$ cat src/rtl/sram_2p_march_bist_if.sv
// sram_2p_march_bist_if: BIST pin bundle between the March engine and a two-port SRAM macro
interface sram_2p_march_bist_if #(
  parameter int DATA_W = 16,
  parameter int ADDR_W = 10
);
  logic              bist_en;
  logic              a_men;
  logic              a_wen;
  logic              a_ren;
  logic              b_men;
  logic              b_wen;
  logic              b_ren;
  logic [ADDR_W-1:0] addr;
  logic [DATA_W-1:0] din;
  logic [DATA_W-1:0] bm;
  logic [DATA_W-1:0] a_dout;
  logic [DATA_W-1:0] b_dout;
  modport master (
    output bist_en, a_men, a_wen, a_ren, b_men, b_wen, b_ren, addr, din, bm,
    input  a_dout, b_dout
  );
  modport slave (
    input  bist_en, a_men, a_wen, a_ren, b_men, b_wen, b_ren, addr, din, bm,
    output a_dout, b_dout
  );
endinterface

$ cat src/rtl/sram_2p_march_bist.sv
// sram_2p_march_bist: March C- BIST engine with on-line compare for a two-port SRAM macro
module sram_2p_march_bist #(
  parameter int                DATA_W    = 16,
  parameter int                ADDR_W    = 10,
  parameter int                DEPTH     = 1024,
  parameter int                NUM_PORTS = 2,
  parameter int                READ_LAT  = 1,
  parameter logic [DATA_W-1:0] DATA_BG   = '0,
  parameter int                FCNT_W    = 8
) (
  input  logic                 clk_i,
  input  logic                 rst_ni,
  input  logic                 start_i,
  output logic                 busy_o,
  output logic                 done_o,
  output logic                 pass_o,
  output logic                 fail_o,
  output logic                 fail_port_o,
  output logic [ADDR_W-1:0]    fail_addr_o,
  output logic [2:0]           fail_elem_o,
  output logic [FCNT_W-1:0]    fail_cnt_o,
  sram_2p_march_bist_if.master mem
);
  typedef enum logic [1:0] {IDLE, RUN, DRAIN, DONE} state_e;
  typedef struct packed {
    logic              vld;
    logic              port;
    logic [ADDR_W-1:0] addr;
    logic [2:0]        elem;
    logic              one;
  } rd_t;
  typedef struct packed {
    logic              en;
    logic              a_men;
    logic              a_wen;
    logic              a_ren;
    logic              b_men;
    logic              b_wen;
    logic              b_ren;
    logic [ADDR_W-1:0] addr;
    logic [DATA_W-1:0] din;
    logic [DATA_W-1:0] bm;
  } op_t;
  localparam logic [ADDR_W:0] LAST      = (ADDR_W+1)'(DEPTH-1);
  localparam logic [1:0]      DRAIN_END = 2'(READ_LAT-1);
  localparam logic            PORT_END  = 1'(NUM_PORTS-1);
  state_e            state_q, state_d;
  logic              port_q, port_d, phase_q, phase_d;
  logic [2:0]        elem_q, elem_d;
  logic [ADDR_W:0]   addr_q, addr_d;
  logic [1:0]        drain_q, drain_d;
  op_t               op_q, op_d;
  rd_t               pipe_q [READ_LAT+1];
  rd_t               rd_d;
  logic              run, wr, val, down, last_op, addr_end, mis;
  logic              fail_q, pass_q, done_q, fport_q;
  logic [ADDR_W-1:0] faddr_q;
  logic [2:0]        felem_q;
  logic [FCNT_W-1:0] fcnt_q;
  logic [DATA_W-1:0] dout, exp_data;
  assign down     = elem_q == 3'd3 || elem_q == 3'd4;
  assign last_op  = phase_q || elem_q == 3'd0 || elem_q == 3'd5;
  assign addr_end = down ? addr_q == '0 : addr_q == LAST;
  assign dout     = pipe_q[READ_LAT].port ? mem.b_dout : mem.a_dout;
  assign exp_data = pipe_q[READ_LAT].one ? ~DATA_BG : DATA_BG;
  assign mis      = pipe_q[READ_LAT].vld && dout != exp_data;
  // March sequencer: r/w phase, then address, then element, then port, then drain and done
  always_comb begin
    state_d = state_q;
    port_d  = port_q;
    phase_d = phase_q;
    elem_d  = elem_q;
    addr_d  = addr_q;
    drain_d = drain_q;
    case (state_q)
      IDLE: if (start_i) begin
        state_d = RUN;
        port_d  = 1'b0;
        phase_d = 1'b0;
        elem_d  = '0;
        addr_d  = '0;
      end
      RUN: if (!last_op) phase_d = 1'b1;
      else if (!addr_end) begin
        phase_d = 1'b0;
        addr_d  = down ? addr_q - 1'b1 : addr_q + 1'b1;
      end else if (elem_q != 3'd5) begin
        phase_d = 1'b0;
        elem_d  = elem_q + 3'd1;
        addr_d  = (elem_q == 3'd2 || elem_q == 3'd3) ? LAST : '0;
      end else if (port_q != PORT_END) begin
        port_d  = 1'b1;
        phase_d = 1'b0;
        elem_d  = '0;
        addr_d  = '0;
      end else begin
        state_d = DRAIN;
        drain_d = '0;
      end
      DRAIN: begin
        state_d = drain_q == DRAIN_END ? DONE : DRAIN;
        drain_d = drain_q + 2'd1;
      end
      default: state_d = IDLE;
    endcase
  end
  // Decode next cycle's op so the macro pins and the compare tag come straight from flops
  always_comb begin
    run        = state_d == RUN;
    wr         = run && (elem_d == 3'd0 || phase_d);
    val        = wr ? elem_d[0] : ~elem_d[0];
    op_d.en    = run || state_d == DRAIN;
    op_d.a_men = run && !port_d;
    op_d.a_wen = wr && !port_d;
    op_d.a_ren = run && !wr && !port_d;
    op_d.b_men = run && port_d;
    op_d.b_wen = wr && port_d;
    op_d.b_ren = run && !wr && port_d;
    op_d.addr  = run ? addr_d[ADDR_W-1:0] : '0;
    op_d.din   = wr ? (val ? ~DATA_BG : DATA_BG) : '0;
    op_d.bm    = {DATA_W{wr}};
    rd_d       = '{vld: run && !wr, port: port_d, addr: addr_d[ADDR_W-1:0], elem: elem_d, one: val};
  end
  // Sequencer state, registered macro pins and the read-tag shift register
  always_ff @(posedge clk_i or negedge rst_ni) begin
    if (!rst_ni) begin
      state_q <= IDLE;
      port_q  <= 1'b0;
      phase_q <= 1'b0;
      elem_q  <= '0;
      addr_q  <= '0;
      drain_q <= '0;
      op_q    <= '0;
      for (int i = 0; i <= READ_LAT; i++) pipe_q[i] <= '0;
    end else begin
      state_q   <= state_d;
      port_q    <= port_d;
      phase_q   <= phase_d;
      elem_q    <= elem_d;
      addr_q    <= addr_d;
      drain_q   <= drain_d;
      op_q      <= op_d;
      pipe_q[0] <= rd_d;
      for (int i = 1; i <= READ_LAT; i++) pipe_q[i] <= pipe_q[i-1];
    end
  end
  // Results: clear on start, snapshot the first miscompare, saturate the count, verdict at done
  always_ff @(posedge clk_i or negedge rst_ni) begin
    if (!rst_ni) begin
      done_q  <= 1'b0;
      pass_q  <= 1'b0;
      fail_q  <= 1'b0;
      fport_q <= 1'b0;
      faddr_q <= '0;
      felem_q <= '0;
      fcnt_q  <= '0;
    end else begin
      done_q <= state_d == DONE;
      if (state_q == IDLE && start_i) begin
        pass_q  <= 1'b0;
        fail_q  <= 1'b0;
        fport_q <= 1'b0;
        faddr_q <= '0;
        felem_q <= '0;
        fcnt_q  <= '0;
      end else if (mis) begin
        fail_q <= 1'b1;
        if (!fail_q) begin
          fport_q <= pipe_q[READ_LAT].port;
          faddr_q <= pipe_q[READ_LAT].addr;
          felem_q <= pipe_q[READ_LAT].elem;
        end
        if (fcnt_q != '1) fcnt_q <= fcnt_q + 1'b1;
      end
      if (state_d == DONE) pass_q <= !(fail_q || mis);
    end
  end
  assign busy_o      = op_q.en;
  assign done_o      = done_q;
  assign pass_o      = pass_q;
  assign fail_o      = fail_q;
  assign fail_port_o = fport_q;
  assign fail_addr_o = faddr_q;
  assign fail_elem_o = felem_q;
  assign fail_cnt_o  = fcnt_q;
  assign mem.bist_en = op_q.en;
  assign mem.a_men   = op_q.a_men;
  assign mem.a_wen   = op_q.a_wen;
  assign mem.a_ren   = op_q.a_ren;
  assign mem.b_men   = op_q.b_men;
  assign mem.b_wen   = op_q.b_wen;
  assign mem.b_ren   = op_q.b_ren;
  assign mem.addr    = op_q.addr;
  assign mem.din     = op_q.din;
  assign mem.bm      = op_q.bm;
endmodule

$ cat src/flat_wrapper.sv
// flat-port wrapper written by rule: the top's interface ports become plain ports
module sram_2p_march_bist_flat 
#(
  parameter int                DATA_W    = 16,
  parameter int                ADDR_W    = 10,
  parameter int                DEPTH     = 1024,
  parameter int                NUM_PORTS = 2,
  parameter int                READ_LAT  = 1,
  parameter logic [DATA_W-1:0] DATA_BG   = '0,
  parameter int                FCNT_W    = 8
)
  (clk_i, rst_ni, start_i, busy_o, done_o, pass_o, fail_o, fail_port_o, fail_addr_o, fail_elem_o, fail_cnt_o, mem_bist_en, mem_a_men, mem_a_wen, mem_a_ren, mem_b_men, mem_b_wen, mem_b_ren, mem_addr, mem_din, mem_bm, mem_a_dout, mem_b_dout);
  sram_2p_march_bist_if #(.DATA_W(DATA_W), .ADDR_W(ADDR_W)) mem_i ();
  input  logic clk_i;
  input  logic rst_ni;
  input  logic start_i;
  output logic busy_o;
  output logic done_o;
  output logic pass_o;
  output logic fail_o;
  output logic fail_port_o;
  output logic [ADDR_W-1:0] fail_addr_o;
  output logic [2:0] fail_elem_o;
  output logic [FCNT_W-1:0] fail_cnt_o;
  output wire logic [$bits(mem_i.bist_en)-1:0] mem_bist_en;
  output wire logic [$bits(mem_i.a_men)-1:0] mem_a_men;
  output wire logic [$bits(mem_i.a_wen)-1:0] mem_a_wen;
  output wire logic [$bits(mem_i.a_ren)-1:0] mem_a_ren;
  output wire logic [$bits(mem_i.b_men)-1:0] mem_b_men;
  output wire logic [$bits(mem_i.b_wen)-1:0] mem_b_wen;
  output wire logic [$bits(mem_i.b_ren)-1:0] mem_b_ren;
  output wire logic [$bits(mem_i.addr)-1:0] mem_addr;
  output wire logic [$bits(mem_i.din)-1:0] mem_din;
  output wire logic [$bits(mem_i.bm)-1:0] mem_bm;
  input wire logic [$bits(mem_i.a_dout)-1:0] mem_a_dout;
  input wire logic [$bits(mem_i.b_dout)-1:0] mem_b_dout;
  assign mem_bist_en = mem_i.bist_en;
  assign mem_a_men = mem_i.a_men;
  assign mem_a_wen = mem_i.a_wen;
  assign mem_a_ren = mem_i.a_ren;
  assign mem_b_men = mem_i.b_men;
  assign mem_b_wen = mem_i.b_wen;
  assign mem_b_ren = mem_i.b_ren;
  assign mem_addr = mem_i.addr;
  assign mem_din = mem_i.din;
  assign mem_bm = mem_i.bm;
  assign mem_i.a_dout = mem_a_dout;
  assign mem_i.b_dout = mem_b_dout;
  sram_2p_march_bist #(.DATA_W(DATA_W), .ADDR_W(ADDR_W), .DEPTH(DEPTH), .NUM_PORTS(NUM_PORTS), .READ_LAT(READ_LAT), .DATA_BG(DATA_BG), .FCNT_W(FCNT_W)) u_core (.clk_i(clk_i), .rst_ni(rst_ni), .start_i(start_i), .busy_o(busy_o), .done_o(done_o), .pass_o(pass_o), .fail_o(fail_o), .fail_port_o(fail_port_o), .fail_addr_o(fail_addr_o), .fail_elem_o(fail_elem_o), .fail_cnt_o(fail_cnt_o), .mem(mem_i));
endmodule
$ cat config.mk
export PLATFORM = sky130hd
export DESIGN_NAME = sram_2p_march_bist_flat
export DESIGN_NICKNAME = d
export VERILOG_FILES = /design/src/rtl/sram_2p_march_bist_if.sv /design/src/rtl/sram_2p_march_bist.sv /design/src/flat_wrapper.sv
export SDC_FILE = /design/constraint.sdc
export NUM_CORES = 1
export LEC_CHECK = 0
export CAP_MARGIN = 15
export CORE_ASPECT_RATIO = 0.8
export CORE_MARGIN = 5
export CORE_UTILIZATION = 45
export DETAILED_ROUTE_END_ITERATION = 6
export GPL_ROUTABILITY_DRIVEN = 0
export PLACE_DENSITY = 0.74
export SYNTH_ARGS = -nofsm -noshare
export SYNTH_HDL_FRONTEND = slang
export SYNTH_SLANG_ARGS = --single-unit
$ cat constraint.sdc
create_clock -name clk_i -period 8.4 [get_ports clk_i]
set_input_delay 0.84 -clock clk_i [delete_from_list [all_inputs] [get_ports clk_i]]
set_output_delay 0.84 -clock clk_i [all_outputs]
set_load 0.05 [all_outputs]
==> results of run 1 <==
==> cells in the mapped netlist, types with 7 or more instances <==
| library cell | n |
|---|---|
| o21ai_0 | 11 |
| nor3_1 | 8 |
| dfrtp_1 | 82 |
| nand2_1 | 32 |
| a21oi_1 | 17 |
| ha_1 | 24 |
| inv_1 | 17 |
| or3_1 | 8 |
| and2_1 | 13 |
| nor2_1 | 24 |
| nand4_1 | 9 |
| mux2i_1 | 19 |
| o21a_1 | 7 |
| nand3_1 | 12 |
| nor4_1 | 9 |
| buf_4 | 32 |
==> cells by family after synthesis <==
| family | count (synthesis) | synth area share, % |
|---|---|---|
| flip-flops | 82 | 47.22 |
| adder cells (fa/ha/maj) | 25 | 7.371 |
| multiplexers | 21 | 4.981 |
| AND/OR/NAND/NOR | 136 | 16.21 |
| AO/OA/AOI/OAI | 83 | 13.88 |
| buffers and inverters | 58 | 8.120 |
| XOR/XNOR | 11 | 2.217 |
==> flip-flops by register name, indices dropped and copies added (netlist names), 2 cells and up <==
signal / cells
u_core.state_q: 2
u_core.fail_elem_o: 3
u_core.mem.addr: 10
u_core.pipe_q: 18
u_core.drain_q: 2
u_core.fail_addr_o: 10
u_core.addr_q: 11
u_core.fail_cnt_o: 8
u_core.elem_q: 3
==> critical path, delay by kind of cell, from the launching register on <==
kind | cells | cell delay (ns)
buffers and inverters | 2 | 0.12
muxes | 1 | 0.37
adders and majority gates | 3 | 0.93
AOI/OAI and AO/OA | 4 | 0.78
and+or+nand+nor | 2 | 0.82
DFF | 1 | 0.46
==> layout make-up <==
| class | instances | area share (%) |
|---|---|---|
| Clock buffer | 11 | 4.514 |
| Inverter | 17 | 1.140 |
| Multi-Input combinational cell | 276 | 34.66 |
| Sequential cell | 82 | 36.65 |
| Tap cell | 119 | 2.659 |
| Timing Repair Buffer | 109 | 19.44 |
| Clock inverter | 5 | 0.9385 |
==> cells in the final DEF (no fill, tap or decap), drive strengths merged, types with 12 or more instances in the layout <==
| cell type | Yosys | final |
|---|---|---|
| clkdlybuf4s50 | 0 | 108 |
| dfrtp | 82 | 82 |
| nand2 | 32 | 32 |
| nor2 | 24 | 24 |
| ha | 24 | 24 |
| mux2i | 19 | 19 |
| a21oi | 18 | 18 |
| inv | 17 | 17 |
| o21ai | 15 | 15 |
| and2 | 14 | 14 |
| nand3 | 12 | 12 |
==> worst max path at each step <==
| stage | startpoint | to | slack, ns |
|---|---|---|---|
| after floorplan | u_core.elem_q[0] | u_core.pipe_q[16] | 5.13 |
| after CTS | u_core.elem_q[0] | u_core.pipe_q[16] | 4.81 |
| final | u_core.elem_q[0] | u_core.pipe_q[16] | 4.81 |
| after global routing | u_core.elem_q[0] | u_core.pipe_q[16] | 4.58 |
| after global placement | mem_b_dout[2] | u_core.fail_addr_o[5] | 4.91 |
| after detailed placement | start_i | u_core.pipe_q[16] | 4.72 |
==> power by group <==
part	switching (uW)	total (uW)	internal, uW
Clock	145	390	245
Sequential	1.57	398	396
Combinational	17.0	34.3	17.4
Total	164	822	658
==> metrics by stage <==
stage	power, uW	util [%]
after global placement	439.1	55.55
after CTS	829.1	58.76
after floorplan	411.6	-
after global routing	850.7	58.76
after detailed placement	439.8	55.55
final	821.6	58.76
==> per-layer routing <==
metal,routed length [um],vias up
li1,-,1618
met1,4347,1628
met2,4541,139
met3,821,10
met4,98,0
met5,0,-
==> impl_metrics.env, run 1 <==
export IMPL_outcome="finished clean"
export IMPL_arrival_ns=3.81
export IMPL_clock_skew_ns=0.009329
export IMPL_r2r_slack_ns=4.81
export IMPL_p_leak_uw=0.002393
export IMPL_io_pins=110
export IMPL_synth_ff_latch_count=82
export IMPL_crit_slowest_cell="or4_4"
export IMPL_cp_required_ns=8.62
export IMPL_routed_wl_um=9808
export IMPL_hold_violations=0
export IMPL_synth_top_cell_area_share_pct=47.22
export IMPL_slew_violations=0
export IMPL_startpoint_type="flip-flop"
export IMPL_peakVddDrop_v=0.0001306
export IMPL_fin_cells=619
export IMPL_initial_core_util_pct=45.60
export IMPL_multi_input_area_sq_mm=0.001941
export IMPL_wl_per_cell_um=15.84
export IMPL_ys_types=57
export IMPL_r2r_start="u_core.elem_q[0]"
export IMPL_clk_pin_slew_ns=0.06
export IMPL_seq_area_sq_mm=0.002052
export IMPL_holdPathStages=0
export IMPL_worstSetupEndpointType="flip-flop"
export IMPL_h_tree_depth=3
export IMPL_clock_sinks=82
export IMPL_nNetsFinal=555
export IMPL_design_core_area_sq_mm=0.009529
export IMPL_whs_endpoint="u_core.pipe_q[15]"
export IMPL_grt_antenna_before_repair=0
export IMPL_dieHeight_um=97.90
export IMPL_hold_buffers=0
export IMPL_place_area_sq_mm=0.005294
export IMPL_viasPerCell=5.485
export IMPL_synth_flop_cell="dfrtp_1"
export IMPL_drt_iter0_drc=264
export IMPL_slew_limit_headroom_pct=34.27
export IMPL_clockBufferDepth=2
export IMPL_clk_latency_ns=0.33
export IMPL_numCtsBuffers=9
export IMPL_top_usage_layer="met2"
export IMPL_stdcell_area_sq_mm=0.005599
export IMPL_grt_start_max_net_pins=83
export IMPL_synth_async_reset_ratio_pct=100.0
export IMPL_antenna_left=0
export IMPL_dr_total_vias=3395
export IMPL_clock_fmax_ghz=0.2787
export IMPL_finalCritPeriodShare_pct=42.72
export IMPL_syn_to_final_growth_pct=28.85
export IMPL_cts_setup_buffers=0
export IMPL_syn_area_sq_mm=0.004345
export IMPL_tightest_slew_ns=0.9859
export IMPL_drive_above_1_share_pct=6.800
export IMPL_grt_pass1_wl_um=16570
export IMPL_path_max_fanout=16
export IMPL_die_area_sq_mm=0.01173
export IMPL_fillers=767
export IMPL_syn_inst=416
export IMPL_hold_ws_ns=0.3576
export IMPL_rr_worst_depth=12
export IMPL_cts_tree="yes"
export IMPL_pre_cts_slack_ns=4.721
export IMPL_timing_setup_tns_ns=0
export IMPL_synth_area_leaders="dfrtp_1 (47%), ha_1 (6.9%), buf_4 (5.5%)"
export IMPL_row_count=32
export IMPL_yosysSeqAreaShare_pct=47.22
export IMPL_die_w_um=119.9
export IMPL_layout_setup_ws_ns=4.812
export IMPL_yosys_warnings=0
export IMPL_worstHoldStart="u_core.pipe_q[31]"
export IMPL_grt_pass1_vias=3390
export IMPL_yosys_area_top_type="dfrtp_1"
export IMPL_use_met1_pct=21.87
export IMPL_finalCriticalPeriod_ns=3.588
export IMPL_crit_chain="inv_1, ha_1, mux2_4, or4_4, a21oi_4, a31oi_1, o22ai_1, a21oi_1, ha_1, nor2b_1, ha_1, inv_1"
export IMPL_dpl_hpwl_um=7445
export IMPL_r2r_end="u_core.pipe_q[16]"
export IMPL_numPortBuffers=109
export IMPL_power_density_mw_per_mm2=146.7
export IMPL_drc=0
export IMPL_post_cts_resized=0
export IMPL_min_delay_path_class="flip-flop to flip-flop"
export IMPL_met2_usage_pct=27.95
export IMPL_path_common_cell="ha_1"
export IMPL_setup_violations=0
export IMPL_cts_root_buf="clkbuf_16"
export IMPL_grt_usage_pct=17.10
export IMPL_drt_first_pass_iters=4
export IMPL_synth_net_count=476
export IMPL_n_antenna_cell=0
export IMPL_avgSynthCellArea_sq_um=10.45
export IMPL_cp_slowest_stage_delay_ns=0.58
export IMPL_rsz0062_at_grt="no"
export IMPL_overflow=0
export IMPL_maxCapViolCount=0
export IMPL_placed_cells=603
export IMPL_worstSetupPathType="flip-flop to flip-flop"
export IMPL_globalRouteMet3Util_pct=5.617
export IMPL_synth_edf_count=0
No activity file was read; power rests on OpenSTA's default activity.
==> run 2: changes to the inputs <==
- clock period: 8.4 -> 3.6 ns (I/O delays scaled with it)
==> run 2 against run 1 <==
  * Clock skew decreased by 0.0024 ns
  * First-iteration DRC count down 19%
  * Non-clock buffer count is 5 higher
  * Utilization up 0.16 points
  * Largest cell class unchanged
==> impl_metrics.env, run 2 (synthesis gave the netlist of run 1 again) <==
export IMPL_outcome="finished clean"
export IMPL_regMostFlops="u_core.pipe_q"
export IMPL_hold_buffers=0
export IMPL_clk_pin_slew_ns=0.06
export IMPL_cp_slowest_stage_delay_ns=0.58
export IMPL_clock_sinks=82
export IMPL_drt_iter0_drc=215
export IMPL_rsz0062_at_grt="no"
export IMPL_routed_wl_um=10030
export IMPL_path_common_cell="ha_1"
export IMPL_timing_setup_tns_ns=0
export IMPL_layout_common_cells="clkdlybuf4s50_1 (108), dfrtp_1 (82), nand2_1 (32)"
export IMPL_tightest_slew_ns=1.004
export IMPL_clock_fmax_ghz=0.2978
export IMPL_p_sw_uw=431.1
export IMPL_dieHeight_um=97.90
export IMPL_placed_cells=608
export IMPL_dpl_hpwl_um=7662
export IMPL_finalCritPeriodShare_pct=93.29
export IMPL_power_density_mw_per_mm2=333.4
export IMPL_grt_pass1_vias=3334
export IMPL_drt_first_pass_iters=4
export IMPL_path_max_fanout=16
export IMPL_die_w_um=119.9
export IMPL_peakVddDrop_v=0.0002193
export IMPL_drive_above_1_share_pct=7.723
export IMPL_final_common_cell="clkdlybuf4s50_1"
export IMPL_final_core_util_pct=58.92
export IMPL_finalCriticalPeriod_ns=3.358
export IMPL_post_cts_resized=0
export IMPL_p_clk_share_pct=46.2
export IMPL_clk_latency_ns=0.33
export IMPL_nNetsFinal=560
export IMPL_largest_reg_flops=18
export IMPL_startpoint_type="flip-flop"
export IMPL_crit_chain="inv_1, ha_1, mux2_4, or4_4, a2111oi_2, nor3_1, or2_2, ha_1, nor2b_1, ha_1, inv_1"
export IMPL_dr_total_vias=3386
export IMPL_setup_violations=0
export IMPL_clockBufferDepth=2
export IMPL_io_pins=110
export IMPL_wl_per_cell_um=16.07
export IMPL_cts_setup_buffers=0
export IMPL_cts_root_buf="clkbuf_16"
export IMPL_min_delay_path_class="input pin to async pin"
export IMPL_cts_tree="yes"
export IMPL_cp_startpoint="u_core.elem_q[0]"
export IMPL_initial_core_util_pct=45.60
export IMPL_hold_ws_ns=0.1870
export IMPL_numCtsBuffers=9
export IMPL_syn_to_final_growth_pct=29.20
export IMPL_h_tree_depth=3
export IMPL_p_seq_share_pct=49.5
export IMPL_maxCapViolCount=0
export IMPL_worstSetupPathType="flip-flop to flip-flop"
export IMPL_cp_required_ns=3.83
export IMPL_clock_skew_ns=0.006909
export IMPL_power_total_uw=1872
export IMPL_die_area_sq_mm=0.01173
export IMPL_numPortBuffers=109
export IMPL_crit_slowest_cell="or4_4"
export IMPL_grt_antenna_before_repair=0
export IMPL_slew_violations=0
export IMPL_r2r_start="u_core.elem_q[0]"
export IMPL_arrival_ns=3.59
export IMPL_grt_pass1_wl_um=16950
export IMPL_worstSetupEndpointType="flip-flop"
export IMPL_p_leak_uw=0.002395
export IMPL_hold_violations=0
export IMPL_grt_usage_pct=17.58
export IMPL_design_core_area_sq_mm=0.009529
export IMPL_row_count=32
export IMPL_fin_cells=624
export IMPL_largest_registers="u_core.pipe_q: 18 flops, u_core.addr_q: 11 flops"
export IMPL_grt_start_max_net_pins=83
export IMPL_overflow=0
export IMPL_slew_limit_headroom_pct=33.03
export IMPL_n_antenna_cell=0
export IMPL_drc=0
export IMPL_antenna_left=0
export IMPL_swShare_pct=23.03
export IMPL_p_int_uw=1441
export IMPL_viasPerCell=5.426
export IMPL_p_comb_share_pct=4.3
-- run 2: cell type report --
cell class	count	area, sq um
fillers	812	3915
clock buffers	9	225.2
flip-flops and latches	82	2052
clock inverters	7	57.56
repair buffers	114	1126
inverters	17	63.81
multi-input cells	276	1941
well taps	119	148.9
-- run 2: stage by stage --
step / cell area, sq um / worst slack, ns
3_5_place_dp: 5331 / 0.2633
2_1_floorplan: 4345 / 0.3331
3_3_place_gp: 5331 / 0.3780
4_1_cts: 5614 / 0.2394
5_1_grt: 5614 / 0.04694
6_report: 5614 / 0.2417
-- run 2: path summary, 6_finish.rpt --
check	endpoint	cells after the start	slack, ns
setup / recovery	u_core.pipe_q[16]	11	0.24
hold / removal	u_core.fail_addr_o[4]	1	0.19
setup reg to reg	u_core.pipe_q[16]	11	0.24
hold reg to reg	u_core.pipe_q[15]	0	0.35
max in group asynchronous	u_core.fail_port_o	1	2.76
min in group clk_i	u_core.pipe_q[15]	0	0.35
-- run 2: layer usage --
layer | wire length [um] | vias to the layer above | global-route usage, %
met3 | 730 | 12 | 4.459
met5 | 0 | - | 0
met2 | 4458 | 120 | 27.52
li1 | - | 1631 | -
met1 | 4709 | 1623 | 24.38
met4 | 128 | 0 | 5.018
-- run 2: power groups by stage --
stage	Sequential [uW]	Clock (uW)	Combinational, uW
final	927	864	80.8
after global routing	927	923	88.8
after CTS	927	880	82.5
after detailed placement	944	0	82.1
after global placement	944	0	80.4
after floorplan	952	0	7.95
-- run 2: worst max-delay path: cells and delay by family (launching register included) --
family / cells / cell delay [ns]
and+or+nand+nor: 4 / 1.12
adders and majority gates: 3 / 0.76
muxes: 1 / 0.37
AOI/OAI and AO/OA: 1 / 0.40
buffers and inverters: 2 / 0.14
DFF: 1 / 0.47
==> run 3: changes to the inputs <==
- REMOVE_ABC_BUFFERS: default -> 1
==> run 3 against run 2 <==
  * Critical path depth is the same
  * Sequential cell count unchanged
  * Via count rose by 0.21%
  * Sequential power about the same
  * Largest cell class unchanged
  * Worst hold slack improved by 0.0098 ns
  * Global-route usage increased by 0.060 points
  * Register-to-register slack about the same
==> impl_metrics.env, run 3 (synthesis gave the netlist of run 1 again) <==
export IMPL_pre_cts_slack_ns=0.2549
export IMPL_clock_fmax_ghz=0.2966
export IMPL_cp_required_ns=3.83
export IMPL_place_area_sq_mm=0.005331
export IMPL_p_comb_share_pct=4.3
export IMPL_largest_reg_flops=18
export IMPL_grt_antenna_before_repair=0
export IMPL_p_sw_uw=411.2
export IMPL_regMostFlops="u_core.pipe_q"
export IMPL_routed_wl_um=10150
export IMPL_drive_above_1_share_pct=7.723
export IMPL_power_density_mw_per_mm2=332.6
export IMPL_slew_violations=0
export IMPL_p_seq_share_pct=49.6
export IMPL_layout_common_cells="clkdlybuf4s50_1 (108), dfrtp_1 (82), nand2_1 (32)"
export IMPL_dieHeight_um=97.90
export IMPL_post_cts_resized=0
export IMPL_antenna_left=0
export IMPL_finalCritPeriodShare_pct=93.65
export IMPL_die_w_um=119.9
export IMPL_stdcell_area_sq_mm=0.005618
export IMPL_maxCapViolCount=0
export IMPL_worstSetupPathType="flip-flop to flip-flop"
export IMPL_clock_skew_ns=0.008917
export IMPL_outcome="finished clean"
export IMPL_fin_cells=624
export IMPL_min_delay_path_class="input pin to async pin"
export IMPL_clock_sinks=82
export IMPL_startpoint_type="flip-flop"
export IMPL_die_area_sq_mm=0.01173
export IMPL_cts_tree="yes"
export IMPL_grt_pass1_vias=3373
export IMPL_cts_root_buf="clkbuf_16"
export IMPL_io_pins=110
export IMPL_h_tree_depth=3
export IMPL_rsz0062_at_grt="no"
export IMPL_layout_setup_ws_ns=0.2288
export IMPL_largest_registers="u_core.pipe_q: 18 flops, u_core.addr_q: 11 flops"
export IMPL_numPortBuffers=109
export IMPL_hold_buffers=0
export IMPL_swShare_pct=22.01
export IMPL_p_int_uw=1457
export IMPL_initial_core_util_pct=45.60
export IMPL_drt_first_pass_iters=4
export IMPL_numCtsBuffers=9
export IMPL_arrival_ns=3.60
export IMPL_drt_iter0_drc=247
export IMPL_clk_latency_ns=0.33
export IMPL_cts_setup_buffers=0
export IMPL_wl_per_cell_um=16.26
export IMPL_syn_to_final_growth_pct=29.28
export IMPL_drc=0
export IMPL_clk_pin_slew_ns=0.06
export IMPL_peakVddDrop_v=0.0002061
export IMPL_p_clk_share_pct=46.0
export IMPL_setup_violations=0
export IMPL_clockBufferDepth=2
export IMPL_overflow=0
export IMPL_placed_cells=608
export IMPL_dr_total_vias=3393
export IMPL_nNetsFinal=560
export IMPL_worstSetupEndpointType="flip-flop"
export IMPL_viasPerCell=5.438
export IMPL_grt_pass1_wl_um=17060
export IMPL_p_leak_uw=0.002405
export IMPL_finalCriticalPeriod_ns=3.371
export IMPL_dpl_hpwl_um=7702
export IMPL_tightest_slew_ns=0.9990
export IMPL_design_core_area_sq_mm=0.009529
export IMPL_path_max_fanout=16
export IMPL_n_antenna_cell=0
export IMPL_grt_start_max_net_pins=83
export IMPL_final_common_cell="clkdlybuf4s50_1"
export IMPL_hold_violations=0
export IMPL_slew_limit_headroom_pct=33.40
export IMPL_grt_usage_pct=17.64
export IMPL_row_count=32
## run 3: area by class of cell
class / count / area, sq um
Timing Repair Buffer: 114 / 1126
Sequential cell: 82 / 2052
Clock inverter: 6 / 47.55
Multi-Input combinational cell: 276 / 1941
Tap cell: 119 / 148.9
Clock buffer: 10 / 239.0
Fill cell: 804 / 3911
Inverter: 17 / 63.81
## run 3: path summary, 6_finish.rpt
check / depth (start not counted) / endpoint / startpoint / slack, ns
min reg2reg: 0 / u_core.pipe_q[0] / u_core.pipe_q[16] / 0.35
max in group asynchronous: 1 / u_core.elem_q[0] / rst_ni / 2.76
min in group clk_i: 0 / u_core.pipe_q[0] / u_core.pipe_q[16] / 0.35
max reg2reg: 11 / u_core.pipe_q[16] / u_core.elem_q[0] / 0.23
min: 1 / u_core.fail_addr_o[5] / rst_ni / 0.20
max: 11 / u_core.pipe_q[16] / u_core.elem_q[0] / 0.23
## run 3: routing by layer
layer | global-route usage [%] | vias up | share of wire [%]
li1 | - | 1630 | -
met1 | 23.66 | 1644 | 44
met2 | 28.43 | 103 | 48
met3 | 4.517 | 16 | 5.7
met4 | 5.194 | 0 | 1.4
met5 | 0 | - | 0
## run 3: through the flow
stage	utilization [%]	hold slack, ns	setup TNS (ns)	power (uW)
after global placement	55.95	0.3340	0	1024
after detailed placement	55.95	0.3347	0	1027
after global routing	58.95	0.2963	0	1948
final	58.95	0.1968	0	1868
after floorplan	-	0.06441	-57.97	960.4
after CTS	58.95	0.2384	0	1887
## run 3: critical path, cell delays in order, from the launching register on
cell and delay (ns):
dfrtp_1 0.47, inv_1 0.11, ha_1 0.25, mux2_4 0.37, or4_4 0.58, a2111oi_2 0.40
nor3_1 0.07, or2_2 0.30, ha_1 0.23, nor2b_1 0.16, ha_1 0.29, inv_1 0.03
## run 3: power groups by stage
| stage | Combinational [uW] | Sequential, uW | Clock (uW) |
|---|---|---|---|
| floorplan | 7.95 | 952 | 0 |
| global placement | 80.2 | 944 | 0 |
| detailed placement | 82.5 | 945 | 0 |
| CTS | 82.5 | 927 | 877 |
| global route | 90.4 | 927 | 931 |
| finish | 81.1 | 928 | 860 |
